--- src/rtl/ic_pkg.sv ---
// Shared types and helpers for the input conditioner.
package ic_pkg;

   // Per-channel hold-tracking state.
   typedef enum logic [1:0] {
      ST_IDLE    = 2'd0,
      ST_PRESSED = 2'd1,
      ST_HELD    = 2'd2
   } ch_state_t;

   // Bit width needed to hold values 0..value-1, never less than one bit.
   function automatic int clog2_w(input int value);
      return (value < 2) ? 1 : $clog2(value);
   endfunction

   function automatic int max_i(input int a, input int b);
      return (a > b) ? a : b;
   endfunction

endpackage

--- src/rtl/ic_channel.sv ---
// One conditioned channel: synchroniser, debounce, edge pulses and the
// press/long/repeat tracker. The sample tick comes from the parent.
module ic_channel
   import ic_pkg::*;
#(
   parameter int SYNC_STAGES    = 2,
   parameter int PULSE_CNT_MAX  = 200,
   parameter int LONG_CNT_MAX   = 2000,
   parameter int REPEAT_CNT_MAX = 200
) (
   input  logic clk,
   input  logic rst_n,
   input  logic in,
   input  logic tick,
   input  logic repeat_en,
   output logic level,
   output logic press,
   output logic release_p,
   output logic long_p,
   output logic repeat_p
);

   localparam int DEB_W  = clog2_w(PULSE_CNT_MAX + 1);
   localparam int HOLD_W = clog2_w(max_i(LONG_CNT_MAX, REPEAT_CNT_MAX));

   localparam logic [DEB_W-1:0]  DEB_MAX   = DEB_W'(PULSE_CNT_MAX);
   localparam logic [HOLD_W-1:0] LONG_LAST = HOLD_W'(LONG_CNT_MAX - 1);
   localparam logic [HOLD_W-1:0] REP_LAST  = HOLD_W'(REPEAT_CNT_MAX - 1);

   logic [SYNC_STAGES-1:0] sync_q;
   logic                   s;
   logic [DEB_W-1:0]       deb_cnt_q;
   logic                   deb;
   logic                   rise;
   logic                   fall;

   ch_state_t              state_q, state_d;
   logic [HOLD_W-1:0]      hold_q, hold_d;
   logic                   long_d;
   logic                   repeat_d;

   // Bring the asynchronous input into the clk domain.
   always_ff @(posedge clk) begin
      // NOTE: sequential state is always assigned with <= so every flop samples pre-edge values.
      if (!rst_n) begin
         sync_q <= '0;
      end else begin
         sync_q <= {sync_q[SYNC_STAGES-2:0], in};
      end
   end

   assign s = sync_q[SYNC_STAGES-1];

   // Count consecutive high samples; any low cycle restarts the count.
   always_ff @(posedge clk) begin
      if (!rst_n) begin
         deb_cnt_q <= '0;
      end else if (!s) begin
         deb_cnt_q <= '0;
      end else if (tick && (deb_cnt_q != DEB_MAX)) begin
         deb_cnt_q <= deb_cnt_q + DEB_W'(1);
      end
   end

   assign deb  = (deb_cnt_q == DEB_MAX);
   assign rise = deb & ~level;
   assign fall = ~deb & level;

   // Registered level and edge pulses, all aligned to the same cycle.
   always_ff @(posedge clk) begin
      if (!rst_n) begin
         level     <= 1'b0;
         press     <= 1'b0;
         release_p <= 1'b0;
      end else begin
         level     <= deb;
         press     <= rise;
         release_p <= fall;
      end
   end

   // Hold tracker state, hold counter and registered long/repeat pulses.
   always_ff @(posedge clk) begin
      if (!rst_n) begin
         state_q  <= ST_IDLE;
         hold_q   <= '0;
         long_p   <= 1'b0;
         repeat_p <= 1'b0;
      end else begin
         state_q  <= state_d;
         hold_q   <= hold_d;
         long_p   <= long_d;
         repeat_p <= repeat_d;
      end
   end

   // Next-state logic; a release takes priority over any terminal tick.
   always_comb begin
      // NOTE: every output gets a default first so no path leaves it unassigned (no latch).
      state_d  = state_q;
      hold_d   = hold_q;
      long_d   = 1'b0;
      repeat_d = 1'b0;
      if (fall) begin
         state_d = ST_IDLE;
         hold_d  = '0;
      end else begin
         case (state_q)
            ST_IDLE: begin
               if (rise) begin
                  state_d = ST_PRESSED;
                  hold_d  = '0;
               end
            end
            ST_PRESSED: begin
               if (tick) begin
                  if (hold_q == LONG_LAST) begin
                     long_d  = 1'b1;
                     state_d = ST_HELD;
                     hold_d  = '0;
                  end else begin
                     hold_d = hold_q + HOLD_W'(1);
                  end
               end
            end
            ST_HELD: begin
               if (!repeat_en) begin
                  hold_d = '0;
               end else if (tick) begin
                  if (hold_q == REP_LAST) begin
                     repeat_d = 1'b1;
                     hold_d   = '0;
                  end else begin
                     hold_d = hold_q + HOLD_W'(1);
                  end
               end
            end
            default: begin
               state_d = ST_IDLE;
               hold_d  = '0;
            end
         endcase
      end
   end

endmodule

--- src/rtl/input_conditioner.sv ---
// Multi-channel button/switch conditioner with a shared sample tick.
module input_conditioner
   import ic_pkg::*;
#(
   parameter int WIDTH          = 4,
   parameter int SYNC_STAGES    = 2,
   parameter int SAMPLE_CNT_MAX = 71428,
   parameter int PULSE_CNT_MAX  = 200,
   parameter int LONG_CNT_MAX   = 2000,
   parameter int REPEAT_CNT_MAX = 200
) (
   input  logic             clk,
   input  logic             rst_n,
   input  logic [WIDTH-1:0] in,
   input  logic [WIDTH-1:0] repeat_en,
   output logic [WIDTH-1:0] level,
   output logic [WIDTH-1:0] press,
   output logic [WIDTH-1:0] release_p,
   output logic [WIDTH-1:0] long_p,
   output logic [WIDTH-1:0] repeat_p
);

   localparam int                TICK_W    = clog2_w(SAMPLE_CNT_MAX);
   localparam logic [TICK_W-1:0] TICK_LAST = TICK_W'(SAMPLE_CNT_MAX - 1);

   logic [TICK_W-1:0] tick_cnt_q;
   logic              tick;

   assign tick = (tick_cnt_q == TICK_LAST);

   // Free-running sample divider shared by every channel.
   always_ff @(posedge clk) begin
      if (!rst_n) begin
         tick_cnt_q <= '0;
      end else if (tick) begin
         tick_cnt_q <= '0;
      end else begin
         tick_cnt_q <= tick_cnt_q + TICK_W'(1);
      end
   end

   for (genvar i = 0; i < WIDTH; i++) begin : g_ch
      ic_channel #(
         .SYNC_STAGES   (SYNC_STAGES),
         .PULSE_CNT_MAX (PULSE_CNT_MAX),
         .LONG_CNT_MAX  (LONG_CNT_MAX),
         .REPEAT_CNT_MAX(REPEAT_CNT_MAX)
      ) u_ch (
         .clk      (clk),
         .rst_n    (rst_n),
         .in       (in[i]),
         .tick     (tick),
         .repeat_en(repeat_en[i]),
         .level    (level[i]),
         .press    (press[i]),
         .release_p(release_p[i]),
         .long_p   (long_p[i]),
         .repeat_p (repeat_p[i])
      );
   end

endmodule
--- config.mk ---
export PLATFORM = sky130hd
export DESIGN_NAME = input_conditioner
export DESIGN_NICKNAME = d
export VERILOG_FILES = /design/src/rtl/ic_pkg.sv /design/src/rtl/ic_channel.sv /design/src/rtl/input_conditioner.sv
export SDC_FILE = /design/constraint.sdc
export NUM_CORES = 1
export LEC_CHECK = 0
export BUFFER_PORTS_ARGS = -buffer_cell sky130_fd_sc_hd__buf_2
export CELL_PAD_IN_SITES_DETAIL_PLACEMENT = 2
export CELL_PAD_IN_SITES_GLOBAL_PLACEMENT = 2
export CORE_MARGIN = 5
export CORE_UTILIZATION = 28
export DETAILED_ROUTE_END_ITERATION = 10
export PLACE_DENSITY_LB_ADDON = 0.1
export RECOVER_POWER = 100
export REMOVE_ABC_BUFFERS = 1
export SLEW_MARGIN = 40
export SYNTH_ARGS = -nofsm -noshare
export SYNTH_HDL_FRONTEND = slang
export SYNTH_SLANG_ARGS = --single-unit
--- constraint.sdc ---
create_clock -name clk -period 2.78 [get_ports clk]
set_clock_uncertainty 0.05 [all_clocks]
set_input_delay 0.556 -clock clk [delete_from_list [all_inputs] [get_ports clk]]
set_output_delay 0.556 -clock clk [all_outputs]
set_load 0.01 [all_outputs]
==> results.json, run 1 <==
{
  "outcome": "completed",
  "core_um2": 23500,
  "worstMarginPinSlew_ns": 0.729,
  "multi_input_area_um2": 3690,
  "relSlewSlack": 0.514,
  "synth_compound_area_frac": 0.152,
  "drive_gt1_frac": 0.0857,
  "ys_async_sr_fraction": 0,
  "worst-endpoint-required_ns": 3.07,
  "cts_setup_buffers": 0,
  "drcViolationCount": 0,
  "grt_max_degree": 21,
  "pin_count": 30,
  "maxSlewViolCount": 0,
  "cpPeakStageDelay_ns": 0.58,
  "synth_mux_area_frac": 0.00744,
  "drt-initial-drc-count": 148,
  "vias": 5722,
  "grt_usage": 0.145,
  "synth_simple_gate_area_share": 0.284,
  "synth_top_area_frac": 0.384,
  "crit_buf_inv": 0,
  "clk_pin_slew_ns": 0.06,
  "place_congestion": 0.755,
  "clock-sinks": 129,
  "syn_to_final_growth_pct": 13.1,
  "hp-class": "in2reg",
  "grt_pass1_vias": 6305,
  "ys_ff_latch": 129,
  "worstPathCellList": "ha_1 > nor4b_2 > and4_2 > o21ai_2 > or4_1 > a21oi_1",
  "netlist_area_um2": 6730,
  "critPathCaptureType": "flop",
  "avgRoutedWirePerCell_um": 17.1,
  "dp.cells": 1071,
  "crit_path_max_fanout": 17,
  "p_per_area_nw_per_um2": 577,
  "diodes": 0,
  "grt_pass1_wl_mm": 32.0,
  "clock_path_buffers": 2,
  "yosys-top-cells-area": "dfxtp_1, ha_1, nor2_1, nand2_1, xor2_1",
  "synth_xor_xnor_area_share": 0.0586,
  "fmax_mhz": 395,
  "layout_min_cycle_time_ns": 2.53,
  "rsz0062_at_grt": "no",
  "path_class": "reg2reg",
  "design_area_um2": 7610,
  "clock_latency_ns": 0.42,
  "synth_ff_type": "dfxtp_1",
  "critPathSlowestCell": "and4_2",
  "maxCapViolCount": 0,
  "die_h_um": 165,
  "clockRootBuffer": "clkbuf_16",
  "start_util": 0.286,
  "seq_area_frac_synth": 0.384,
  "nets": 809,
  "cts_tree": "done",
  "postCtsHoldBufs": 0,
  "post_cts_resized": 0,
  "ys_types": 73,
  "postRouteAntennaNets": 0,
  "worst_setup_path_start_kind": "flop",
  "finalPower_uw": 4390,
  "timing.setup.tns_ns": 0,
  "arrival_ns": 2.83,
  "hpwlAfterDp_mm": 13.5,
  "dieArea_um2": 27200,
  "yosys.area_share.adder": 0.0521,
  "peakVddDrop_v": 0.000319,
  "finalSetupViolations": 0,
  "antenna_found_initial": 0,
  "routed_wl_mm": 18.8,
  "critPathTopFamily": "simple AND/OR/NAND/NOR gates",
  "viasPerCell": 5.20,
  "cts_buffers": 17,
  "post-route-period-util": 0.912,
  "final_common_cell": "dfxtp_1",
  "seq_area_um2": 2580,
  "power_leakage_uw": 0.00259,
  "drt_first_pass_iters": 4,
  "core.rowCount": 56,
  "dpl-instance-area_um2": 7090,
  "mostFrequentLayoutCells": "dfxtp_1, nor2_1, nand2_1",
  "port_buffers": 29,
  "syn_area_per_cell_um2": 8.90,
  "fin_cells": 1101,
  "synth_top_family_by_area": "simple AND/OR/NAND/NOR gates",
  "netlist_instances": 756,
  "yosysWarnings": 0,
  "fp.dieW_um": 165,
  "grt-ovfl-total": 0,
  "finalHoldViolCount": 0,
  "htreeDepth": 4,
  "synth.largest_area_cell": "dfxtp_1",
  "fillers": 2721,
  "synth_edf_count": 0
}
-- where the power goes --
group / leakage [uW] / internal (uW) / switching (uW)
sequential: 0.00104 / 1860 / 9.73
combinational: 0.00125 / 58.8 / 113
clock: 0.000299 / 1520 / 832
-- path summary, 6_finish.rpt --
check,from,cells past startpoint,endpoint,slack [ns]
setup / recovery,tick_cnt_q[0]$_SDFF_PP0_,6,g_ch[1].u_ch.hold_q[7]$_SDFFE_PP0P_,0.25
setup reg to reg,tick_cnt_q[0]$_SDFF_PP0_,6,g_ch[1].u_ch.hold_q[7]$_SDFFE_PP0P_,0.25
hold / removal,in[3],2,g_ch[3].u_ch.sync_q[0]$_SDFF_PN0_,0.29
hold reg to reg,g_ch[2].u_ch.sync_q[0]$_SDFF_PN0_,1,g_ch[2].u_ch.sync_q[1]$_SDFF_PN0_,0.39
-- registers in the layout, indices dropped and copies added (netlist names), 8 cells and up --
signal / count
g_ch.u_ch.sync_q: 8
tick_cnt_q: 17
g_ch.u_ch.state_q: 8
g_ch.u_ch.deb_cnt_q: 32
g_ch.u_ch.hold_q: 44
-- kinds of logic after synthesis --
kind of cell | count (synthesis)
adder cells (fa/ha/maj) | 28
flip-flops | 129
multiplexers | 5
buffers and inverters | 80
AND/OR/NAND/NOR | 341
XOR/XNOR | 45
AO/OA/AOI/OAI | 128
-- per-stage QoR --
| step | hold WS (ns) | util | worst slack, ns |
|---|---|---|---|
| 6_report | 0.295 | 0.323 | 0.245 |
| 3_3_place_gp | 0.366 | 0.301 | 0.270 |
| 5_1_grt | 0.289 | 0.323 | 0.0100 |
| 2_1_floorplan | 0.362 | - | 0.350 |
| 3_5_place_dp | 0.382 | 0.301 | 0.150 |
| 4_1_cts | 0.275 | 0.327 | 0.0991 |
-- cell usage after synthesis, types with 12 or more instances --
library cell and number:
and2_1 19, nand2_1 64, buf_4 21, and3_1 21, clkbuf_1 12, xnor2_1 18, xor2_1 27, nor2b_1 12
ha_1 28, nor4_1 12, nor2_1 68, inv_1 34, o22ai_1 12, nor3_1 14, a32oi_1 13, nand4_1 23
nand2b_1 12, o21ai_0 15, dfxtp_1 129, nand3_1 43, a21oi_1 17
-- final cells by class --
class                      count  share of cell area
multi-input combinational    547               0.485
inverter                      35              0.0173
clock buffer                  25              0.0664
sequential                   129               0.339
timing repair buffer          41              0.0271
clock inverter                 5              0.0131
tap                          319              0.0524
-- layer usage --
| layer | GRT usage | routed length, um | part of all wire |
|---|---|---|---|
| met5 | 0 | 0 | 0 |
| met4 | 0.0469 | 264 | 0.014 |
| met3 | 0.0265 | 455 | 0.024 |
| met2 | 0.261 | 9610 | 0.51 |
| met1 | 0.175 | 8520 | 0.45 |
(Power assumes the default switching activity.)
==> run 2, diff against run 1 <==
--- a/config.mk
+++ b/config.mk
@@ -9,7 +9,7 @@
 export CELL_PAD_IN_SITES_DETAIL_PLACEMENT = 2
 export CELL_PAD_IN_SITES_GLOBAL_PLACEMENT = 2
 export CORE_MARGIN = 5
-export CORE_UTILIZATION = 28
+export CORE_UTILIZATION = 39
 export DETAILED_ROUTE_END_ITERATION = 10
 export PLACE_DENSITY_LB_ADDON = 0.1
 export RECOVER_POWER = 100
==> results.json, run 2 (synthesis gave the netlist of run 1 again) <==
{
  "startpoint": "tick_cnt_q[0]$_SDFF_PP0_",
  "viasPerCell": 5.61,
  "routed_wl_mm": 18.7,
  "r2r_cells": 8,
  "r2r-start": "tick_cnt_q[0]$_SDFF_PP0_",
  "worst_setup_path_start_kind": "flop",
  "nets": 811,
  "grt_pass1_wl_mm": 31.4,
  "utilization": 0.439,
  "core_um2": 17100,
  "cts_buffers": 17,
  "htreeDepth": 4,
  "finalHoldViolCount": 0,
  "finalPower_uw": 4330,
  "outcome": "completed",
  "drcViolationCount": 0,
  "timing.setup.tns_ns": 0,
  "avgRoutedWirePerCell_um": 18.5,
  "postRouteAntennaNets": 0,
  "pin_count": 30,
  "place_congestion": 0.806,
  "clk_pin_slew_ns": 0.06,
  "r2r_end": "g_ch[2].u_ch.deb_cnt_q[1]$_SDFFE_PN0P_",
  "worst-endpoint-required_ns": 3.04,
  "mostFrequentLayoutCells": "dfxtp_1, nor2_1, nand2_1",
  "largest-register": "g_ch.u_ch.hold_q",
  "fp.dieW_um": 141,
  "vias": 5667,
  "clock_path_buffers": 2,
  "crit_path_max_fanout": 11,
  "min_to": "g_ch[0].u_ch.sync_q[0]$_SDFF_PN0_",
  "maxCapViolCount": 0,
  "maxSlewViolCount": 0,
  "worstMarginPinSlew_ns": 0.645,
  "port_buffers": 29,
  "clock_latency_ns": 0.42,
  "clockRootBuffer": "clkbuf_16",
  "holdCritStartpoint": "in[0]",
  "clock-sinks": 129,
  "post_cts_resized": 0,
  "hp-class": "in2reg",
  "syn_to_final_growth_pct": 11.5,
  "finalSetupViolations": 0,
  "p_per_area_nw_per_um2": 577,
  "reg2reg_slack_ns": 0.25,
  "diodes": 0,
  "hold_ws_ns": 0.299,
  "seq_area_um2": 2580,
  "fmax_mhz": 395,
  "grt-ovfl-total": 0,
  "peakVddDrop_v": 0.000422,
  "largest_register_ffs": 44,
  "rsz0062_at_grt": "no",
  "drt_first_pass_iters": 4,
  "fillers": 1921,
  "drt-initial-drc-count": 166,
  "grt_max_degree": 21,
  "layout_min_cycle_time_ns": 2.53,
  "grt_usage": 0.193,
  "critPathCaptureType": "flop",
  "critPathSlowestCell": "clkbuf_1",
  "drive_gt1_frac": 0.0852,
  "die_h_um": 141,
  "cts_tree": "done",
  "power_leakage_uw": 0.00256,
  "grt_pass1_vias": 6222,
  "hold_path_depth": 2,
  "relSlewSlack": 0.570,
  "reg_top3": "g_ch.u_ch.hold_q x44, g_ch.u_ch.deb_cnt_q x32, tick_cnt_q x17",
  "final_common_cell": "dfxtp_1",
  "hpwlAfterDp_mm": 13.4,
  "cts_setup_buffers": 0,
  "worstPathCellList": "ha_1 > nor4b_2 > and4_2 > buf_4 > clkbuf_1 > and2_1 > mux2i_1 > nor2_1",
  "antenna_found_initial": 0,
  "arrival_ns": 2.79,
  "dieArea_um2": 20000,
  "path_class": "reg2reg",
  "cpPeakStageDelay_ns": 0.41,
  "postCtsHoldBufs": 0,
  "multi_input_area_um2": 3700,
  "core.rowCount": 48,
  "start_util": 0.393,
  "post-route-period-util": 0.911
}
-- run 2: cell types whose count changed in the layout (fill, tap and decap cells not counted), sizes merged --
cell	delta
clkinv	-2
clkinvlp	+5
clkbuf	+2
bufinv	-1
-- run 2: worst max-delay path by stage --
stage	to	depth (start not counted)
after floorplan	g_ch[3].u_ch.state_q[0]$_SDFFE_PP0P_	6
after global placement	g_ch[2].u_ch.hold_q[10]$_SDFFE_PP0P_	7
after detailed placement	g_ch[2].u_ch.hold_q[10]$_SDFFE_PP0P_	7
after CTS	g_ch[2].u_ch.hold_q[10]$_SDFFE_PP0P_	7
after global routing	g_ch[2].u_ch.deb_cnt_q[1]$_SDFFE_PN0P_	8
final	g_ch[2].u_ch.deb_cnt_q[1]$_SDFFE_PN0P_	8
-- run 2: per-stage QoR --
| stage | instances | worst slack, ns | instance area (um^2) |
|---|---|---|---|
| after floorplan | 711 | 0.350 | 6440 |
| after global placement | 979 | 0.361 | 6970 |
| after detailed placement | 979 | 0.245 | 6970 |
| after CTS | 1011 | 0.228 | 7590 |
| after global routing | 1011 | 0.0262 | 7510 |
| final | 1011 | 0.248 | 7510 |
-- run 2: final cells by class --
| class | count | share of cell area |
|---|---|---|
| inverters | 35 | 0.0175 |
| repair buffers | 43 | 0.0265 |
| flip-flops and latches | 129 | 0.344 |
| clock buffers | 25 | 0.0687 |
| multi-input cells | 547 | 0.493 |
| clock inverters | 7 | 0.0130 |
| well taps | 225 | 0.0375 |
-- run 2: layer usage --
layer,vias up,wire (um),GRT usage
met3,25,355,0.0401
met4,0,293,0.0561
met5,-,0,0
li1,2764,-,-
met1,2836,8320,0.226
met2,42,9760,0.354
-- run 2: power by group --
part / switching, uW / leakage (uW) / internal, uW / total (uW)
clock: 835 / 0.000284 / 1460 / 2300
combinational: 108 / 0.00124 / 55.9 / 164
sequential: 7.83 / 0.00104 / 1860 / 1870
-- run 2: critical path, delay by kind of cell, from the launching register on --
family,cells,cell delay [ns]
adder cells (fa/ha/maj),1,0.21
buffers and inverters,2,0.60
flip-flops,1,0.38
multiplexers,1,0.19
AND/OR/NAND/NOR,4,0.98
==> run 3, diff against run 2 <==
--- a/config.mk
+++ b/config.mk
@@ -6,7 +6,7 @@
 export NUM_CORES = 1
 export LEC_CHECK = 0
 export BUFFER_PORTS_ARGS = -buffer_cell sky130_fd_sc_hd__buf_2
-export CELL_PAD_IN_SITES_DETAIL_PLACEMENT = 2
+export CELL_PAD_IN_SITES_DETAIL_PLACEMENT = 1
 export CELL_PAD_IN_SITES_GLOBAL_PLACEMENT = 2
 export CORE_MARGIN = 5
 export CORE_UTILIZATION = 39
==> results.json, run 3 (synthesis gave the netlist of run 1 again) <==
{
  "final_common_cell": "dfxtp_1",
  "critPathCaptureType": "flop",
  "core_um2": 17100,
  "largest_register_ffs": 44,
  "nets": 811,
  "clock-sinks": 129,
  "grt_pass1_vias": 5844,
  "grt_max_degree": 21,
  "reg_top3": "g_ch.u_ch.hold_q x44, g_ch.u_ch.deb_cnt_q x32, tick_cnt_q x17",
  "layout_min_cycle_time_ns": 2.51,
  "power_leakage_uw": 0.00255,
  "port_buffers": 29,
  "drcViolationCount": 0,
  "reg2reg_slack_ns": 0.27,
  "post_cts_resized": 0,
  "worstMarginPinSlew_ns": 0.638,
  "postRouteAntennaNets": 0,
  "design_area_um2": 7440,
  "outcome": "completed",
  "mostFrequentLayoutCells": "dfxtp_1, nor2_1, nand2_1",
  "avgRoutedWirePerCell_um": 16.4,
  "finalHoldViolCount": 0,
  "finalSetupViolations": 0,
  "routed_wl_mm": 16.5,
  "postCtsHoldBufs": 0,
  "cts_tree": "done",
  "worst_setup_path_start_kind": "flop",
  "crit_path_max_fanout": 11,
  "multi_input_area_um2": 3700,
  "drt_first_pass_iters": 5,
  "path_class": "reg2reg",
  "clockRootBuffer": "clkbuf_16",
  "peakVddDrop_v": 0.000434,
  "vias": 5533,
  "fillers": 2032,
  "syn_to_final_growth_pct": 10.5,
  "clock_latency_ns": 0.42,
  "core.rowCount": 48,
  "p_per_area_nw_per_um2": 555,
  "maxCapViolCount": 0,
  "fin_cells": 1008,
  "antenna_found_initial": 0,
  "pin_count": 30,
  "grt_usage": 0.173,
  "largest-register": "g_ch.u_ch.hold_q",
  "drt-initial-drc-count": 147,
  "viasPerCell": 5.49,
  "arrival_ns": 2.75,
  "hpwlAfterDp_mm": 11.9,
  "dieArea_um2": 20000,
  "finalPower_uw": 4120,
  "rsz0062_at_grt": "no",
  "clk_pin_slew_ns": 0.05,
  "seq_area_um2": 2580,
  "fmax_mhz": 399,
  "dp.cells": 979,
  "hold_ws_ns": 0.301,
  "post-route-period-util": 0.902,
  "die_h_um": 141,
  "maxSlewViolCount": 0,
  "grt-ovfl-total": 0,
  "htreeDepth": 4,
  "fp.dieW_um": 141,
  "cts_setup_buffers": 0,
  "start_util": 0.393,
  "place_congestion": 0.806,
  "worst-endpoint-required_ns": 3.03,
  "hp-class": "in2reg",
  "cts_buffers": 17,
  "diodes": 0,
  "timing.setup.tns_ns": 0,
  "dpl-instance-area_um2": 6970,
  "grt_pass1_wl_mm": 28.6,
  "relSlewSlack": 0.573,
  "clock_path_buffers": 2,
  "drive_gt1_frac": 0.0805
}
## run 3: cell count changes in the layout (fill, tap and decap cells not counted)
cell and delta:
clkbuf_8 -2, clkinv_2 +4, clkbuf_1 +1, clkinvlp_4 -4, buf_4 -1, and2_1 +1, and2_0 -1, bufinv_16 -1
## run 3: worst max-delay path, stage by stage (launching register included)
cell and delay, ns:
dfxtp_1 0.38, ha_1 0.21, nor4b_2 0.24, and4_2 0.40
buf_4 0.19, clkbuf_1 0.40, and2_0 0.27, mux2i_1 0.20
nor2_1 0.05
## run 3: layer usage
| layer | GRT usage | wire [um] | vias to the layer above |
|---|---|---|---|
| met5 | 0 | 0 | - |
| met4 | 0.0495 | 238 | 0 |
| met3 | 0.0418 | 345 | 18 |
| met2 | 0.295 | 8190 | 50 |
| met1 | 0.219 | 7750 | 2702 |
| li1 | - | - | 2763 |
## run 3: worst paths after layout
kind,startpoint,to,cells after the start
hold / removal,in[3],g_ch[3].u_ch.sync_q[0]$_SDFF_PN0_,2
setup reg to reg,tick_cnt_q[0]$_SDFF_PP0_,g_ch[2].u_ch.deb_cnt_q[1]$_SDFFE_PN0P_,8
setup / recovery,tick_cnt_q[0]$_SDFF_PP0_,g_ch[2].u_ch.deb_cnt_q[1]$_SDFFE_PN0P_,8
hold reg to reg,g_ch[3].u_ch.sync_q[0]$_SDFF_PN0_,g_ch[3].u_ch.sync_q[1]$_SDFF_PN0_,1
## run 3: cell type report
type,count,area share
multi-input combinational,547,0.498
sequential,129,0.347
clock buffer,23,0.0656
tap,225,0.0379
timing repair buffer,43,0.0262
inverter,35,0.0177
clock inverter,6,0.00774
## run 3: power breakdown
part / switching [uW] / internal, uW / total (uW)
Combinational: 103 / 55.7 / 159
Clock: 793 / 1300 / 2090
Sequential: 7.56 / 1860 / 1870
Total: 903 / 3220 / 4120
## run 3: through the flow
| stage | setup WS (ns) | util |
|---|---|---|
| 2_1_floorplan | 0.350 | - |
| 3_3_place_gp | 0.361 | 0.407 |
| 3_5_place_dp | 0.301 | 0.407 |
| 4_1_cts | 0.264 | 0.439 |
| 5_1_grt | 0.0186 | 0.434 |
| 6_report | 0.272 | 0.434 |
